File: src/rtl/spw_cfg_pkg.sv
// Shared encodings for the SpaceWire-style configuration packet controller:
// command/reply codes, N-char control encodings and the parser state enum.
package spw_cfg_pkg;

    localparam logic [7:0] CMD_WRITE  = 8'h01;
    localparam logic [7:0] CMD_READ   = 8'h02;
    localparam logic [7:0] REPLY_CODE = 8'h82;

    localparam logic [8:0] EOP_CHAR = 9'h100;
    localparam logic [8:0] EEP_CHAR = 9'h101;

    typedef enum logic [2:0] {
        ST_IDLE    = 3'd0,
        ST_ADDR    = 3'd1,
        ST_DATA    = 3'd2,
        ST_TAIL    = 3'd3,
        ST_EXEC    = 3'd4,
        ST_REPLY   = 3'd5,
        ST_DISCARD = 3'd6
    } cfg_state_e;

    // Error counter increment that sticks at 255 instead of wrapping.
    function automatic logic [7:0] sat_inc8(input logic [7:0] v);
        if (v == 8'hFF) begin
            return v;
        end else begin
            return v + 8'd1;
        end
    endfunction

endpackage

File: src/rtl/cfg_regfile.sv
// Configuration register array: one synchronous write port and two
// combinational read ports (user read-back and reply capture).
module cfg_regfile #(
    parameter int DW   = 32,
    parameter int NREG = 16,
    parameter int IW   = $clog2(NREG)
) (
    input  logic          clk,
    input  logic          rst_n,
    input  logic          we_i,
    input  logic [IW-1:0] widx_i,
    input  logic [DW-1:0] wdata_i,
    input  logic [IW-1:0] ridx_a_i,
    output logic [DW-1:0] rdata_a_o,
    input  logic [IW-1:0] ridx_b_i,
    output logic [DW-1:0] rdata_b_o
);

    logic [DW-1:0] mem_q [NREG];

    // Register storage with synchronous clear.
    always_ff @(posedge clk) begin
        if (!rst_n) begin
            for (int i = 0; i < NREG; i++) begin
                mem_q[i] <= {DW{1'b0}};
            end
        end else if (we_i) begin
            mem_q[widx_i] <= wdata_i;
        end
    end

    assign rdata_a_o = mem_q[ridx_a_i];
    assign rdata_b_o = mem_q[ridx_b_i];

endmodule

File: src/rtl/cfg_pkt_ctrl.sv
// Packet-driven configuration controller: parses write/read command packets
// from an inbound N-char FIFO, updates the register file and emits read replies.
module cfg_pkt_ctrl
    import spw_cfg_pkg::*;
#(
    parameter int DW   = 32,
    parameter int AW   = 32,
    parameter int NREG = 16
) (
    input  logic          clk,
    input  logic          rst_n,
    input  logic          rx_empty_i,
    input  logic [8:0]    rx_data_i,
    output logic          rx_rd_o,
    input  logic          tx_full_i,
    output logic [8:0]    tx_data_o,
    output logic          tx_wr_o,
    output logic [DW-1:0] cfg_data_o,
    output logic          cfg_int_o,
    output logic          cfg_wrbusy_o,
    output logic [AW-1:0] cfg_int_addr,
    input  logic [AW-1:0] cfg_addr_i,
    output logic [7:0]    err_cnt_o
);

    localparam int AB = AW / 8;
    localparam int NB = DW / 8;
    localparam int IW = $clog2(NREG);

    cfg_state_e    state_q;
    logic          is_wr_q;
    logic          wrbusy_q;
    logic [AW-1:0] addr_q;
    logic [DW-1:0] wdata_q;
    logic [DW-1:0] shift_q;
    logic [8:0]    tx_data_q;
    logic [7:0]    cnt_q;
    logic [7:0]    err_q;
    logic          int_q;
    logic [AW-1:0] int_addr_q;

    logic          accept_s;
    logic          fire_s;
    logic          ctrl_s;
    logic          eep_s;
    logic [7:0]    byte_s;
    logic          addr_ok_s;
    logic          we_s;
    logic [7:0]    err_d;
    logic [DW-1:0] rd_a_s;
    logic [DW-1:0] rd_b_s;

    assign accept_s  = (state_q == ST_IDLE) || (state_q == ST_ADDR) || (state_q == ST_DATA) ||
                       (state_q == ST_TAIL) || (state_q == ST_DISCARD);
    // Gated by rst_n so no character is popped and lost while in reset.
    assign fire_s    = rst_n && accept_s && !rx_empty_i;
    assign ctrl_s    = rx_data_i[8];
    assign eep_s     = rx_data_i[8] && rx_data_i[0];
    assign byte_s    = rx_data_i[7:0];
    assign addr_ok_s = ((addr_q >> IW) == {AW{1'b0}});
    assign we_s      = (state_q == ST_EXEC) && is_wr_q && addr_ok_s;
    assign err_d     = sat_inc8(err_q);

    cfg_regfile #(
        .DW   (DW),
        .NREG (NREG),
        .IW   (IW)
    ) u_regfile (
        .clk       (clk),
        .rst_n     (rst_n),
        .we_i      (we_s),
        .widx_i    (addr_q[IW-1:0]),
        .wdata_i   (wdata_q),
        .ridx_a_i  (cfg_addr_i[IW-1:0]),
        .rdata_a_o (rd_a_s),
        .ridx_b_i  (addr_q[IW-1:0]),
        .rdata_b_o (rd_b_s)
    );

    // User read-back; addresses outside the register window read as zero.
    always_comb begin
        cfg_data_o = {DW{1'b0}};
        if ((cfg_addr_i >> IW) == {AW{1'b0}}) begin
            cfg_data_o = rd_a_s;
        end else begin
            cfg_data_o = {DW{1'b0}};
        end
    end

    // Packet parser, command execution and reply sequencer.
    always_ff @(posedge clk) begin
        if (!rst_n) begin
            state_q    <= ST_IDLE;
            is_wr_q    <= 1'b0;
            wrbusy_q   <= 1'b0;
            addr_q     <= {AW{1'b0}};
            wdata_q    <= {DW{1'b0}};
            shift_q    <= {DW{1'b0}};
            tx_data_q  <= 9'h000;
            cnt_q      <= 8'd0;
            err_q      <= 8'd0;
            int_q      <= 1'b0;
            int_addr_q <= {AW{1'b0}};
        end else begin
            int_q <= 1'b0;
            case (state_q)
                ST_IDLE: begin
                    if (fire_s && !ctrl_s) begin
                        if ((byte_s == CMD_WRITE) || (byte_s == CMD_READ)) begin
                            is_wr_q  <= (byte_s == CMD_WRITE);
                            wrbusy_q <= (byte_s == CMD_WRITE);
                            addr_q   <= {AW{1'b0}};
                            cnt_q    <= 8'd0;
                            state_q  <= ST_ADDR;
                        end else begin
                            state_q <= ST_DISCARD;
                        end
                    end
                end
                ST_ADDR: begin
                    if (fire_s) begin
                        if (ctrl_s) begin
                            err_q    <= err_d;
                            wrbusy_q <= 1'b0;
                            state_q  <= ST_IDLE;
                        end else begin
                            addr_q <= (addr_q << 8) | AW'(byte_s);
                            if (cnt_q == 8'(AB - 1)) begin
                                cnt_q   <= 8'd0;
                                state_q <= is_wr_q ? ST_DATA : ST_TAIL;
                            end else begin
                                cnt_q <= cnt_q + 8'd1;
                            end
                        end
                    end
                end
                ST_DATA: begin
                    if (fire_s) begin
                        if (ctrl_s) begin
                            err_q    <= err_d;
                            wrbusy_q <= 1'b0;
                            state_q  <= ST_IDLE;
                        end else begin
                            wdata_q <= (wdata_q << 8) | DW'(byte_s);
                            if (cnt_q == 8'(NB - 1)) begin
                                cnt_q   <= 8'd0;
                                state_q <= ST_TAIL;
                            end else begin
                                cnt_q <= cnt_q + 8'd1;
                            end
                        end
                    end
                end
                ST_TAIL: begin
                    if (fire_s) begin
                        if (ctrl_s && !eep_s) begin
                            state_q <= ST_EXEC;
                        end else if (ctrl_s) begin
                            err_q    <= err_d;
                            wrbusy_q <= 1'b0;
                            state_q  <= ST_IDLE;
                        end else begin
                            wrbusy_q <= 1'b0;
                            state_q  <= ST_DISCARD;
                        end
                    end
                end
                ST_EXEC: begin
                    wrbusy_q <= 1'b0;
                    if (!addr_ok_s) begin
                        err_q   <= err_d;
                        state_q <= ST_IDLE;
                    end else if (is_wr_q) begin
                        int_q      <= 1'b1;
                        int_addr_q <= addr_q;
                        state_q    <= ST_IDLE;
                    end else begin
                        shift_q   <= rd_b_s;
                        tx_data_q <= {1'b0, REPLY_CODE};
                        cnt_q     <= 8'd0;
                        state_q   <= ST_REPLY;
                    end
                end
                ST_REPLY: begin
                    // cnt_q = number of characters already pushed; advance only on a push.
                    if (!tx_full_i) begin
                        if (cnt_q == 8'(NB + 1)) begin
                            state_q <= ST_IDLE;
                        end else if (cnt_q == 8'(NB)) begin
                            tx_data_q <= EOP_CHAR;
                            cnt_q     <= cnt_q + 8'd1;
                        end else begin
                            tx_data_q <= {1'b0, shift_q[DW-1 -: 8]};
                            shift_q   <= shift_q << 8;
                            cnt_q     <= cnt_q + 8'd1;
                        end
                    end
                end
                ST_DISCARD: begin
                    if (fire_s && ctrl_s) begin
                        err_q   <= err_d;
                        state_q <= ST_IDLE;
                    end
                end
                default: begin
                    state_q <= ST_IDLE;
                end
            endcase
        end
    end

    assign rx_rd_o      = fire_s;
    assign tx_wr_o      = rst_n && (state_q == ST_REPLY) && !tx_full_i;
    assign tx_data_o    = tx_data_q;
    assign cfg_int_o    = int_q;
    assign cfg_wrbusy_o = wrbusy_q;
    assign cfg_int_addr = int_addr_q;
    assign err_cnt_o    = err_q;

endmodule

File: config.mk
export PLATFORM = sky130hd
export DESIGN_NAME = cfg_pkt_ctrl
export DESIGN_NICKNAME = d
export VERILOG_FILES = /design/src/rtl/spw_cfg_pkg.sv /design/src/rtl/cfg_regfile.sv /design/src/rtl/cfg_pkt_ctrl.sv
export SDC_FILE = /design/constraint.sdc
export NUM_CORES = 1
export LEC_CHECK = 0
export CAP_MARGIN = 20
export CORE_MARGIN = 4
export CORE_UTILIZATION = 40
export DETAILED_ROUTE_END_ITERATION = 6
export SLEW_MARGIN = 20
export SYNTH_ARGS = -nofsm -noshare
export SYNTH_HDL_FRONTEND = slang
export SYNTH_SLANG_ARGS = --single-unit
File: constraint.sdc
create_clock -name clk -period 5.8 [get_ports clk]
set_input_delay 0.87 -clock clk [delete_from_list [all_inputs] [get_ports clk]]
set_output_delay 0.87 -clock clk [all_outputs]
set_load 0.02 [all_outputs]
==> flow_summary_export.csv <==
group,metric,value,unit
run_status,status,"completed",
clocking,clockBufferDepth,3,
synthesis,synthFlopType,"edfxtp_1",
hold_path,hp-class,"flip-flop to flip-flop",
clocking,post_cts_buffers,0,
placed_design,place_ws,1030,ps
setup_path,crit_buf_inv,2,
synthesis,synth-seq-cells,675,
grt,antenna_found_initial,5,
setup_path,critPathMaxFanout,5,
setup_path,cpLargestDelayFamily,"buffers and inverters",
setup_path,slowest_stage,"a211oi_1",
setup_path,cp-end-kind,"primary output",
synthesis,syn_inst,2393,
synthesis,yosys.cell_count.top_type,"and2_1",
drt,drt_pass1_iterations,5,
setup_path,start_kind,"input pin",
grt,overflow,0,
placed_design,placement.io_buffers,129,
grt,grt_usage,23.5,%
power_and_ir_drop,powerDensity,289,nW/um^2
timing,fin_ws,962,ps
timing,hold_violations,0,
finish,fin_cells,3570,
power_and_ir_drop,vdd_drop_max,0.000185,V
placed_design,dpl.hpwl,57600,um
synthesis,async_reset_ff_share,0,%
synthesis,yosys.area.top_type,"edfxtp_1",
drt,first_iter_violations,2503,
synthesis,synth-edff-count,512,
synthesis,syn_area,33100,um^2
synthesis,yosysSeqAreaShare,56.2,%
synthesis,synth_top_cell_area_share,46.4,%
timing,setup_tns,0,ps
clocking,ctsHoldBuffers,0,
placed_design,gp_congestion,0.820,
grt,grt_max_degree,101,
finish,multi_input_area,13800,um^2
floorplanning,rows,105,
synthesis,syn-num-nets,2442,
setup_path,path_class,"input pin to primary output",
finish,nets,2491,
clocking,path_clk_slew,60,ps
power_and_ir_drop,power.leakage,13.1,nW
timing,finalCritPeriodShare,83.4,%
drt,via_per_inst,6.02,
clocking,cts_tree,"done",
setup_path,crit_chain,"clkdlybuf4s50_1 -> nor4_1 -> and4_1 -> nand4_1 -> a211oi_1 -> clkdlybuf4s50_1",
run,cap_violations,0,
power_and_ir_drop,power.total,11.0,mW
synthesis,syn_avg_cell_area,13.9,um^2
drt,drt_wl_total,104000,um
timing,slew_headroom,26.8,%
grt,grt_pass1_wl,150000,um
setup_path,cp_data_arrival_time,3970,ps
clocking,clk_latency,630,ps
floorplanning,die_h,296,um
clocking,htreeDepth,3,
timing,setup_viol,0,
finish,final_util,46.3,%
floorplanning,die_area,87500,um^2
floorplanning,io_pins,130,
setup_path,max_stage_delay,860,ps
clocking,cts_buffers,74,
floorplanning,coreArea,82100,um^2
timing,finClkSkew,27.7,ps
floorplanning,start_util,40.4,%
setup_path,timing.critical_path.mode_cell,"clkdlybuf4s50_1",
synthesis,synth.distinct_cells,59,
setup_path,required,4930,ps
timing,fmax,207,MHz
timing,worst_pin_slew,1100,ps
synthesis,yosys-top-cells-count,"and2_1 (516), edfxtp_1 (512), mux4_2 (270)",
clocking,post_cts_resized,0,
finish,seqCellArea,18600,um^2
grt,grt_pass1_vias,22000,
clocking,clock_sinks,675,
timing,fin_crit,4840,ps
clocking,root_buffer,"clkbuf_16",
drt,drcViolationCount,0,
finish,syn2layout_area_growth,14.7,%
finish,num-fill-cells,7062,
placed_design,dp.cells,3436,
floorplanning,fp.dieW,296,um
drt,ant_nets,0,
synthesis,yosys_warnings,0,
timing,final_max_slew_viol_count,0,
drt,wl_per_cell,29.0,um
synthesis,synth_area_leaders,"edfxtp_1 (46%), mux4_2 (18%), dfxtp_1 (9.8%)",
timing,grt_setup_unrepaired,"no",
finish,final_layout_size_suffix_gt1_share,19.7,%
drt,vias,21500,
[power by group]
| group | internal (mW) | switching [mW] |
|---|---|---|
| sequential | 5.34 | 0.126 |
| combinational | 0.395 | 0.527 |
| clock | 2.65 | 1.95 |
[final timing paths]
path / slack (ps) / cells after the start / startpoint / endpoint
setup / recovery: 960 / 6 / cfg_addr_i[11] / cfg_data_o[30]
hold / removal: 470 / 2 / tx_data_o[4]$_SDFFE_PN0P_ / tx_data_o[4]$_SDFFE_PN0P_
setup reg to reg: 1410 / 8 / state_q[0]$_SDFFE_PN0P_ / u_regfile.mem_q[3][16]$_SDFFCE_PN0P_
hold reg to reg: 470 / 2 / tx_data_o[4]$_SDFFE_PN0P_ / tx_data_o[4]$_SDFFE_PN0P_
[layer usage]
metal,track usage (%),share of wire (%),up-vias
li1,-,-,9126
met1,32.0,40,11100
met2,38.4,47,1102
met3,4.61,9.5,166
met4,7.70,2.9,0
met5,0,0,-
[worst min-delay path, delay by kind of cell, from the launching register on]
family	cells	cell delay, ps
flip-flops	1	310
AO/OA/AOI/OAI	1	60
AND/OR/NAND/NOR	1	50
[placed cells by master (no fill, tap or decap), types with 12 or more instances in the layout]
| master | instances |
|---|---|
| o22ai_1 | 23 |
| clkdlybuf4s50_1 | 124 |
| or3_1 | 12 |
| dfxtp_1 | 160 |
| a32o_1 | 23 |
| clkbuf_16 | 76 |
| buf_4 | 57 |
| inv_1 | 20 |
| and2_1 | 515 |
| a22o_1 | 35 |
| a21oi_1 | 25 |
| nor2b_1 | 36 |
| edfxtp_1 | 512 |
| clkbuf_8 | 12 |
| nor4_1 | 16 |
| and3_1 | 33 |
| nor2_1 | 64 |
| mux2i_1 | 50 |
| clkbuf_1 | 27 |
| o21ai_0 | 78 |
| nand2_1 | 123 |
| a22oi_1 | 24 |
| nand3_1 | 24 |
| mux4_2 | 270 |
[sequential cells by signal, summed over array words and instances, names as in the netlist, named ones only]
register / count
u_regfile.mem_q: 512
addr_q: 32
cfg_int_addr: 32
shift_q: 32
wdata_q: 32
tx_data_o: 9
cnt_q: 8
err_cnt_o: 8
state_q: 3
cfg_int_o: 1
cfg_wrbusy_o: 1
is_wr_q: 1
[metrics by stage]
| stage | area (um^2) | hold slack (ps) |
|---|---|---|
| after global placement | 35600 | 450 |
| after detailed placement | 35700 | 452 |
| after floorplan | 33100 | 433 |
| final | 38000 | 466 |
| after global routing | 38000 | 475 |
| after CTS | 38000 | 465 |
[layout make-up]
class	instances	area share, %
well taps	1070	3.52
repair buffers	191	4.83
clock inverters	19	0.451
diodes	1	0.00658
flip-flops and latches	675	49.1
multi-input cells	1479	36.3
inverters	21	0.207
clock buffers	114	5.67
[cell families after synthesis]
kind of cell               share of synthesized area (%)
xor gates and xnor gates                          0.0529
AOI/OAI and AO/OA                                   5.37
buffers and inverters                               2.84
and+or+nand+nor                                     15.4
DFF                                                 56.2
adders and majority gates                          0.181
muxes                                               19.9
(Power assumes the default switching activity.)
